===== src/rtl/chunked_seq_adder.sv =====
// Multi-cycle add/subtract: WIDTH-bit operands summed CHUNK bits per clock through one ripple slice.
// Latency: out_valid rises NCHUNK edges after the accepting edge; new operands accepted only in IDLE.
// Backpressure: result held in DONE until out_ready; optional saturation on overflow via SEQ_ADDER_SAT_EN.
module chunked_seq_adder #(
  parameter int WIDTH = 16,
  parameter int CHUNK = 4
) (
  input  logic             Clk,
  input  logic             Reset_n,
  input  logic             in_valid,
  output logic             in_ready,
  input  logic [WIDTH-1:0] A,
  input  logic [WIDTH-1:0] B,
  input  logic             sub,
  input  logic             cin,
  output logic             out_valid,
  input  logic             out_ready,
  output logic [WIDTH-1:0] S,
  output logic             cout,
  output logic             ovf,
  output logic             busy
);

  localparam int NCHUNK = WIDTH / CHUNK;
  localparam int IDXW   = (NCHUNK > 1) ? $clog2(NCHUNK) : 1;

  typedef enum logic [1:0] {IDLE, RUN, DONE} state_t;

  state_t            state, state_nxt;
  logic [WIDTH-1:0]  a_q, b_q;     // b_q holds the already-inverted operand for subtract
  logic              carry_q;
  logic [IDXW-1:0]   idx;
  logic [CHUNK-1:0]  a_c, b_c;
  logic [CHUNK:0]    sum_c;
  logic              last;
  logic              ovf_c;
`ifdef SEQ_ADDER_SAT_EN
  logic [WIDTH-1:0]  sat_val;
`endif

  // Select the current chunk of both operands and ripple-add it with the running carry
  always_comb begin
    a_c = '0;
    b_c = '0;
    for (int i = 0; i < NCHUNK; i++) begin
      if (idx == IDXW'(i)) begin
        a_c = a_q[i*CHUNK +: CHUNK];
        b_c = b_q[i*CHUNK +: CHUNK];
      end
    end
    sum_c = {1'b0, a_c} + {1'b0, b_c} + {{CHUNK{1'b0}}, carry_q};
    last  = (idx == IDXW'(NCHUNK - 1));
    // On the last chunk sum_c[CHUNK-1] is the result MSB
    ovf_c = (a_q[WIDTH-1] == b_q[WIDTH-1]) && (sum_c[CHUNK-1] != a_q[WIDTH-1]);
`ifdef SEQ_ADDER_SAT_EN
    sat_val = a_q[WIDTH-1] ? {1'b1, {(WIDTH-1){1'b0}}} : {1'b0, {(WIDTH-1){1'b1}}};
`endif
  end

  // FSM state register
  always_ff @(posedge Clk or negedge Reset_n) begin
    if (!Reset_n) state <= IDLE;
    else          state <= state_nxt;
  end

  // Next-state and handshake outputs
  always_comb begin
    state_nxt = state;
    in_ready  = 1'b0;
    out_valid = 1'b0;
    busy      = 1'b0;
    case (state)
      IDLE: begin
        in_ready = 1'b1;
        if (in_valid) state_nxt = RUN;
      end
      RUN: begin
        busy = 1'b1;
        if (last) state_nxt = DONE;
      end
      DONE: begin
        busy      = 1'b1;
        out_valid = 1'b1;
        if (out_ready) state_nxt = IDLE;
      end
      default: state_nxt = IDLE;
    endcase
  end

  // Datapath: latch operands on accept, then one chunk per RUN edge
  always_ff @(posedge Clk or negedge Reset_n) begin
    if (!Reset_n) begin
      a_q     <= '0;
      b_q     <= '0;
      carry_q <= 1'b0;
      idx     <= '0;
      S       <= '0;
      cout    <= 1'b0;
      ovf     <= 1'b0;
    end else if (state == IDLE && in_valid) begin
      a_q     <= A;
      b_q     <= sub ? ~B : B;
      carry_q <= sub ? 1'b1 : cin;
      idx     <= '0;
    end else if (state == RUN) begin
      for (int i = 0; i < NCHUNK; i++) begin
        if (idx == IDXW'(i)) S[i*CHUNK +: CHUNK] <= sum_c[CHUNK-1:0];
      end
      carry_q <= sum_c[CHUNK];
      idx     <= last ? '0 : idx + IDXW'(1);
      if (last) begin
        cout <= sum_c[CHUNK];
        ovf  <= ovf_c;
`ifdef SEQ_ADDER_SAT_EN
        if (ovf_c) S <= sat_val;
`endif
      end
    end
  end

endmodule


===== config.mk =====
export PLATFORM = sky130hd
export DESIGN_NAME = chunked_seq_adder
export DESIGN_NICKNAME = d
export VERILOG_FILES = /design/src/rtl/chunked_seq_adder.sv
export SDC_FILE = /design/constraint.sdc
export NUM_CORES = 1
export LEC_CHECK = 0
export BUFFER_PORTS_ARGS = -buffer_cell sky130_fd_sc_hd__buf_2
export CAP_MARGIN = 20
export CORE_ASPECT_RATIO = 0.6
export CORE_MARGIN = 2
export CORE_UTILIZATION = 49
export DETAILED_ROUTE_END_ITERATION = 6
export PLACE_DENSITY = 0.76
export SLEW_MARGIN = 20
export SYNTH_ARGS = -nofsm -noshare
export SYNTH_HDL_FRONTEND = slang
export SYNTH_SLANG_ARGS = --single-unit

===== constraint.sdc =====
create_clock -name Clk -period 2.88 [get_ports Clk]
set_input_delay 0.144 -clock Clk [delete_from_list [all_inputs] [get_ports Clk]]
set_output_delay 0.144 -clock Clk [all_outputs]
set_load 0.05 [all_outputs]

* After elaboration in Yosys (flattened, before gate mapping)
Cells that the tools add are included.
Operators by class: add/subtract/negate cells 3, equal/unequal tests 10, muxes and demuxes 22, bitwise logic cells 2, reduce and logical (&&, ||, !) cells 11
Operator list (number):
- 2-to-1 mux 4 bit | 8
- 2-to-1 mux 16 bit | 1
- inverter 16 bit | 1
- AND reduction 3 bit | 5
- 2-to-1 mux 2 bit | 6
- equality test 2 bit, second input constant | 3
- 2-to-1 mux 1 bit | 6
- inequality test 2 bit, second input constant | 3
- case mux 2 bit (3 select lines) | 1
- adder 4 x 4 -> 5 bit | 1
- adder 5 x 1 -> 5 bit | 1
- equality test 2 x 1 -> 1 bit, second input constant | 2
- zero test 2 bit | 2
- adder 2 x 1 -> 2 bit, second input constant | 1
- logical AND 1 bit | 2
- nonzero test 2 bit | 1
- OR reduction 2 bit | 1
- equality test 1 bit | 1
- inequality test 1 bit | 1
- inverter 1 bit | 1
Storage, ports and cells: register bits after elaboration 55, input port bits 38, output and inout bits 21, logic and storage cells 59

* Logic depth before layout (Yosys ltp)
Gate-level depths: netlist of the first run.
depth after elaboration 9, depth in mapped cells 14, depth with buffers taken out 13

* Worst setup path before layout of the first run
Ideal clock, no wire load.
path type flip-flop to flip-flop, start point reg idx[0], end point reg carry_q, library setup time 137 ps, data arrival time 2554 ps, data required time 2743 ps, slack 189 ps, cell stages (with the launch flop) 15, buffers on the path 1, clock period less this slack 2691 ps, path through dfrtp_1 > inv_1 > ha_1 > nor2b_1 > clkbuf_1 > a221oi_1 > nor3_1 > a21oi_1 > fa_1 > inv_1 > fa_1 > a21o_2 > a21oi_1 > mux2_2 > a21oi_1
On the way: cells in the longest elaborated chain, start to end 9, elaborated cells between the ends (all ways) 16, classes of those cells add/sub: 2; eq/ne: 3; mux: 10; reduce/logical: 1
RTL lines:
- from (decl) | RTL line 32 | logic [IDXW-1:0] idx;
- from (signal assigned) | RTL line 110 | idx <= last ? '0 : idx + IDXW'(1);
- zero test 2 bit | RTL line 46 | if (idx == IDXW'(i)) begin
- 2-to-1 mux 4 bit (4 in series) | RTL line 46
- adder 4 x 4 -> 5 bit * | RTL line 51 | sum_c = {1'b0, a_c} + {1'b0, b_c} + {{CHUNK{1'b0}}, carry_q};
- adder 5 x 1 -> 5 bit * | RTL line 51
- 2-to-1 mux 1 bit * | RTL line 105 | end else if (state == RUN) begin
- 2-to-1 mux 1 bit * | RTL line 100 | end else if (state == IDLE && in_valid) begin
- to (signal assigned) | RTL line 103 | carry_q <= sub ? 1'b1 : cin;
- to (signal assigned) | RTL line 109 | carry_q <= sum_c[CHUNK];
- to (decl) | RTL line 31 | logic carry_q;
Mark *: on every way between the ends. The rest lies on a longest branch, timed or not. The select of a mux whose other input is x is not followed. A chain may end at the register's enable or synchronous reset.

* Worst setup path in the final report of the first run
Same ends and word-level chain as after synthesis.

==> results of run 1 <==
worst max-delay path: cells and delay by family, from the launching register on:
family / cells / cell delay (ps)
compound gates: 5 / 810
flops: 1 / 370
mux: 1 / 150
simple gates: 2 / 190
fa+ha+maj: 3 / 780
buf+inv: 3 / 300
layout make-up:
cell class                      instances  area (um2)  share of cell area, %
Sequential cell                        55        1380                   41.6
Multi-Input combinational cell        173        1280                   38.8
Timing Repair Buffer                   74         414                   12.5
Tap cell                               66        82.6                   2.49
Clock buffer                            5        68.8                   2.08
Clock inverter                          3        47.5                   1.44
Inverter                               10        37.5                   1.13
layer usage:
layer | vias up | part of all wire, %
li1 | 998 | -
met4 | 0 | 0.61
met2 | 63 | 43
met5 | - | 0
met1 | 956 | 49
met3 | 2 | 6.7
state kept, by name, summed over array words and instances, names as in the netlist:
register and cells:
idx 2, a_q 16, state 2, ovf 1
b_q 16, carry_q 1, S 16, cout 1
path summary, 6_finish.rpt:
path                                  to     start
worst min register to register     S[12]     S[12]
worst max-delay path             carry_q    idx[0]
worst max register to register   carry_q    idx[0]
min in group asynchronous       state[1]   Reset_n
worst min-delay path              idx[0]  in_valid
max in group asynchronous         a_q[7]   Reset_n
cell usage in the layout, fill, tap and decap left out, drive strengths merged:
cell         instances
or2                  1
o211ai               1
and3b                1
ha                  11
mux2i                1
mux2                21
a31oi                1
a21boi               1
a21o                 1
nor2b                8
o21ai               32
inv                 11
or4                  1
fa                   2
a21oi               10
xnor2               17
nor2                 1
nand3b               2
o31ai                5
a222oi               1
dfrtp               55
dlygate4sd3          1
and3                 1
bufinv               1
nor3                 4
clkbuf               5
clkinv               1
nand2               41
nand3                2
a221oi               7
buf                 73
power breakdown:
| part | switching (mW) | leakage (nW) | internal [mW] |
|---|---|---|---|
| clock network | 0.255 | 0.0587 | 0.264 |
| registers | 0.249 | 0.678 | 1.14 |
| logic | 1.57 | 0.822 | 1.04 |
what timing repair did:
item                                    CTS  global route
cloned                                    0             1
gates resized for setup                   3            15
hold buffers                              1             0
setup buffers                             1             1
pin swaps                                 1             8
endpoints found under the setup margin    1             5
endpoints found under the hold margin    31             0
cells by family (layout without fill, tap and decap cells):
| group | count (synthesis) | count (layout) | share of synthesized area [%] |
|---|---|---|---|
| and+or+nand+nor | 62 | 62 | 10.5 |
| DFF | 55 | 55 | 51.5 |
| muxes | 22 | 22 | 9.22 |
| xor gates and xnor gates | 17 | 17 | 5.57 |
| buffers and inverters | 23 | 92 | 3.51 |
| adders and majority gates | 13 | 13 | 6.64 |
| AOI/OAI and AO/OA | 59 | 59 | 13.1 |
through the flow:
step	worst slack, ps	power, mW
6_report	137	4.52
3_3_place_gp	154	3.68
3_5_place_dp	-6.92	3.77
5_1_grt	-65.4	4.84
4_1_cts	44.0	4.33
2_1_floorplan	189	3.03
==> metrics, run 1 <==
slew margin rel.=52.5%; top-count cell post-synth=dfrtp_1; maxcap violations=0; largest net degree at the start of global routing=40; Synth Area per Inst=10.7 um2; synth top area cells=dfrtp_1 51%, mux2_2 8.8%, nand2_1 5.8%; dpl cells=374; Remaining DRCs=0; Synthesis Warnings=0; crit path cell chain=inv_1 > ha_2 > nor2b_1 > buf_4 > a221oi_4 > nor3_2 > a21oi_2 > fa_2 > inv_1 > fa_2 > a21o_2 > a21oi_2 > mux2_2 > a21oi_1; IO Port Bufs=58; initial antenna violation count=0; FILL cells=431; fraction of layout cells with a size suffix above 1=36.9%; Synthesized Nets=302; GRT Residual Overflow=0; Post-synth EDFFs=0; post-DP HPWL=4.15 mm; drt pass-1 iters=4; final setup fails=0; die width=99.4 um; vias per std cell=5.23; CP arrival=2920 ps; I/O pin total=59; Worst Max-Slew Pin Slew=713 ps; ys flop type=dfrtp_1; vias in the first global route=1889; placer congestion estimate=0.819; gr busiest metal=met2; wire length of the first global-routing pass=9.11 mm; Final Cycle Share=95.2%; vias post-DR=2019; flop-to-flop setup slack=140 ps; clk_lat worst skew=300 ps; synthesized instance count=251; Distinct cells, synth=29; number of synthesized register bits=55; CTS tree=built; Worst IR Drop VDD=526 uV; antenna cells=0; final wirelength=5.77 mm; R2R cell count=14; Power Dens Cells=1370 nW/um2; Core Rows=20; Yosys top cell area share=51.5%; GR Util met3=4.09%; starting utilization of the core area=51.9%; CP Capture Type=flip-flop; setup_tns=0 ps; die area=6080 um2; leakage=1.56 nW; core area=5150 um2; asr flop ratio synth=100%; startpoint types=flip-flop; total track usage=19.9%; final hold violation count=0; CP Class=flip-flop to flip-flop; cell area after layout=3310 um2; area leader, netlist=dfrtp_1; min-delay worst type=input port to flip-flop; CTS Buffer Depth=2; nets=370; met2 usage in global routing=31.4%; Seq/Total Area, Yosys=51.5%; post-route insts no fill=386; final hold slack=58.5 ps; Num CTS Buffers=5; Worst Path Required=3060 ps; routing usage on met1=28.6%; Final ANT Viol Nets=0; clk sinks=55; CTS clock-pin slew for the worst setup and hold paths=100 ps; worst-path maximum fanout=7; H-tree levels=2; Die Ht=61.2 um; Fmax=365 MHz; Crit path largest cell delay=370 ps; First DRT Iteration DRCs=89; Commonest cells post-synth=55 x dfrtp_1, 41 x nand2_1, 30 x o21ai_0, 21 x mux2_2, 17 x xnor2_1; Crit-path slowest cell=dfrtp_1; average wire per standard cell=14.9 um; fin util=64.2%; root buf cell=clkbuf_8; min Tclk post-route=2740 ps; outcome=complete, no violations; Area growth syn-to-layout=23.8%; area of the mapped netlist=2670 um2; Max Slew Vio Count=0; Post-Route Skew=7.56 ps; placed cell areas=3080 um2; hold path cells=2
(Power assumes the default switching activity.)
==> inputs of run 2 (changes only) <==
--- a/config.mk
+++ b/config.mk
@@ -11,8 +11,9 @@
 export CORE_MARGIN = 2
 export CORE_UTILIZATION = 49
 export DETAILED_ROUTE_END_ITERATION = 6
-export PLACE_DENSITY = 0.76
+export PLACE_DENSITY = 0.8
 export SLEW_MARGIN = 20
 export SYNTH_ARGS = -nofsm -noshare
 export SYNTH_HDL_FRONTEND = slang
 export SYNTH_SLANG_ARGS = --single-unit
+export TNS_END_PERCENT = 1
==> metrics, run 2 (synthesis results as in run 1) <==
worst-path maximum fanout=14 (+7); antenna cells=0 (unchanged); R2R cell count=10 (-4); startpoint types=flip-flop; Power Dens Cells=1360 nW/um2 (-0.42%); core area=5150 um2 (unchanged); min Tclk post-route=2820 ps (+80.1 ps); Final ANT Viol Nets=0 (unchanged); post-DP HPWL=4.41 mm (+6.2%); final hold violation count=0 (unchanged); wire length of the first global-routing pass=9.52 mm (+4.5%); commonest non-fill, non-tap cell in the layout=buf_2; slew margin rel.=55.4% (+2.9 points); hold path cells=2 (unchanged); GRT Residual Overflow=0 (unchanged); vias post-DR=2031 (+0.59%); CTS tree=built; Remaining DRCs=0 (unchanged); Post-Route Skew=12.7 ps (+5.11 ps); largest net degree at the start of global routing=40 (unchanged); Num CTS Buffers=5 (unchanged); commonest non-fill, non-tap cells in the layout=58 x buf_2, 55 x dfrtp_1, 41 x nand2_1, 30 x o21ai_0, 21 x mux2_2; Worst Path Required=3120 ps (+60 ps); FILL cells=459 (+6.5%); Hold Startpoint=in_valid; die area=6080 um2 (unchanged); IO Port Bufs=58 (unchanged); min-delay worst type=input port to flip-flop; top flop regs=S x16, a_q x16, b_q x16; maxcap violations=0 (unchanged); Worst Max-Slew Pin Slew=670 ps (-43.7 ps); Worst IR Drop VDD=501 uV (-4.8%); Place WS=20.3 ps (+27.3 ps); average wire per standard cell=15.3 um (+2.6%); Fmax=354 MHz (-2.8%); starting utilization of the core area=51.9% (unchanged); placer congestion estimate=0.809 (-1.2%); clk_lat worst skew=310 ps (about the same); CP arrival=3060 ps (+140 ps); root buf cell=clkbuf_8; I/O pin total=59 (unchanged); vias in the first global route=1993 (+5.5%); gr busiest metal=met2; Die Ht=61.2 um (unchanged); Final Cycle Share=98.0% (+2.8 points); GR Util met3=4.54% (+0.45 points); Max Slew Vio Count=0 (unchanged); RSZ-0062 raised after global routing=yes; Seq. cell area=1380 um2 (unchanged); r2r endpoint=ovf; final setup fails=0 (unchanged); nets=368 (-0.54%); multi-input combinational cell area=1250 um2 (-2.6%); die width=99.4 um (unchanged); final wirelength=5.89 mm (+2.1%); CP Capture Type=flip-flop; routing usage on met1=29.1% (+0.47 points); outcome=complete, no violations; drt pass-1 iters=4 (unchanged); fraction of layout cells with a size suffix above 1=35.2% (-1.7 points); vias per std cell=5.29 (+1.1%); CTS Buffer Depth=2 (unchanged); Power, Total=4.43 mW (-1.9%); flop-to-flop setup slack=60 ps (-80 ps); initial antenna violation count=0 (unchanged); met2 usage in global routing=33.9% (+2.5 points); total track usage=20.8% (+0.96 points); clk sinks=55 (unchanged); placed cell areas=3080 um2 (unchanged); Reg-to-Reg Start=idx[1]; Area growth syn-to-layout=22.0%; Crit-path slowest cell=dfrtp_1; Core Rows=20 (unchanged); crit path cell chain=buf_4 > ha_1 > nor2b_1 > nor3_1 > a21oi_2 > fa_2 > nand3b_1 > and3b_1 > or4_1 > a31oi_1; leakage=1.55 nW (-0.74%); Hold Path Sink=idx[1]; Setup WS post-layout=57.2 ps (-80.1 ps); Crit path largest cell delay=400 ps (+30 ps); H-tree levels=2 (unchanged); CP Class=flip-flop to flip-flop; cell area after layout=3260 um2 (-1.5%); First DRT Iteration DRCs=51 (-43%); CTS clock-pin slew for the worst setup and hold paths=100 ps (about the same)
==> run 2: cell types whose count changed in the layout (fill, tap and decap cells not counted) <==
cell,before,now
clkinv_2,0,1
a221oi_2,0,3
buf_2,59,58
clkinv_4,1,0
nor3_1,2,4
ha_1,7,10
ha_2,4,1
buf_6,1,0
a221oi_1,5,4
inv_6,1,0
a221oi_4,2,0
clkbuf_8,5,6
nor3_2,2,0
==> run 2: worst max path at each step <==
stage	from	slack, ps	cells after the start	to
floorplan	idx[0]	190	14	carry_q
global placement	idx[1]	150	14	carry_q
detailed placement	idx[1]	20	14	carry_q
CTS	idx[1]	3	14	carry_q
global route	idx[1]	-80	10	ovf
finish	idx[1]	60	10	ovf
==> run 2: final cells by class <==
| cell class | instances | area share, % |
|---|---|---|
| clock inverter | 2 | 1.07 |
| sequential | 55 | 42.2 |
| clock buffer | 6 | 2.53 |
| multi-input combinational | 173 | 38.3 |
| timing repair buffer | 72 | 12.2 |
| inverter | 10 | 1.15 |
| tap | 66 | 2.53 |
==> run 2: worst max-delay path, delay by kind of cell (launching register included) <==
family	cells	cell delay, ps
fa+ha+maj	2	730
compound gates	2	240
buf+inv	1	150
simple gates	5	1230
flops	1	400
==> run 2: where the power goes <==
part	total [mW]	internal [mW]	switching, mW
Sequential	1.38	1.14	0.243
Combinational	2.51	0.979	1.53
Clock	0.538	0.282	0.256
==> run 2: layer usage <==
metal	up-vias	wire, um
met5	-	0
met4	0	34
met3	7	290
met2	57	2550
met1	976	3010
li1	991	-
==> run 2: repair_timing <==
| item | 4_1_cts | 5_1_grt |
|---|---|---|
| endpoints found under the hold margin | 29 | 0 |
| hold buffers | 1 | 0 |
| resized for setup | 0 | 11 |
| endpoints found under the setup margin | 0 | 4 |
| buffers inserted | 0 | 1 |
==> run 2: stage by stage <==
stage	instances	setup TNS, ps	util (%)	hold slack [ps]
2_1_floorplan	251	0	-	-152
3_3_place_gp	374	0	59.8	206
3_5_place_dp	374	0	59.8	218
4_1_cts	383	0	62.2	38.4
5_1_grt	384	-88.9	63.3	31.0
6_report	384	0	63.3	32.7
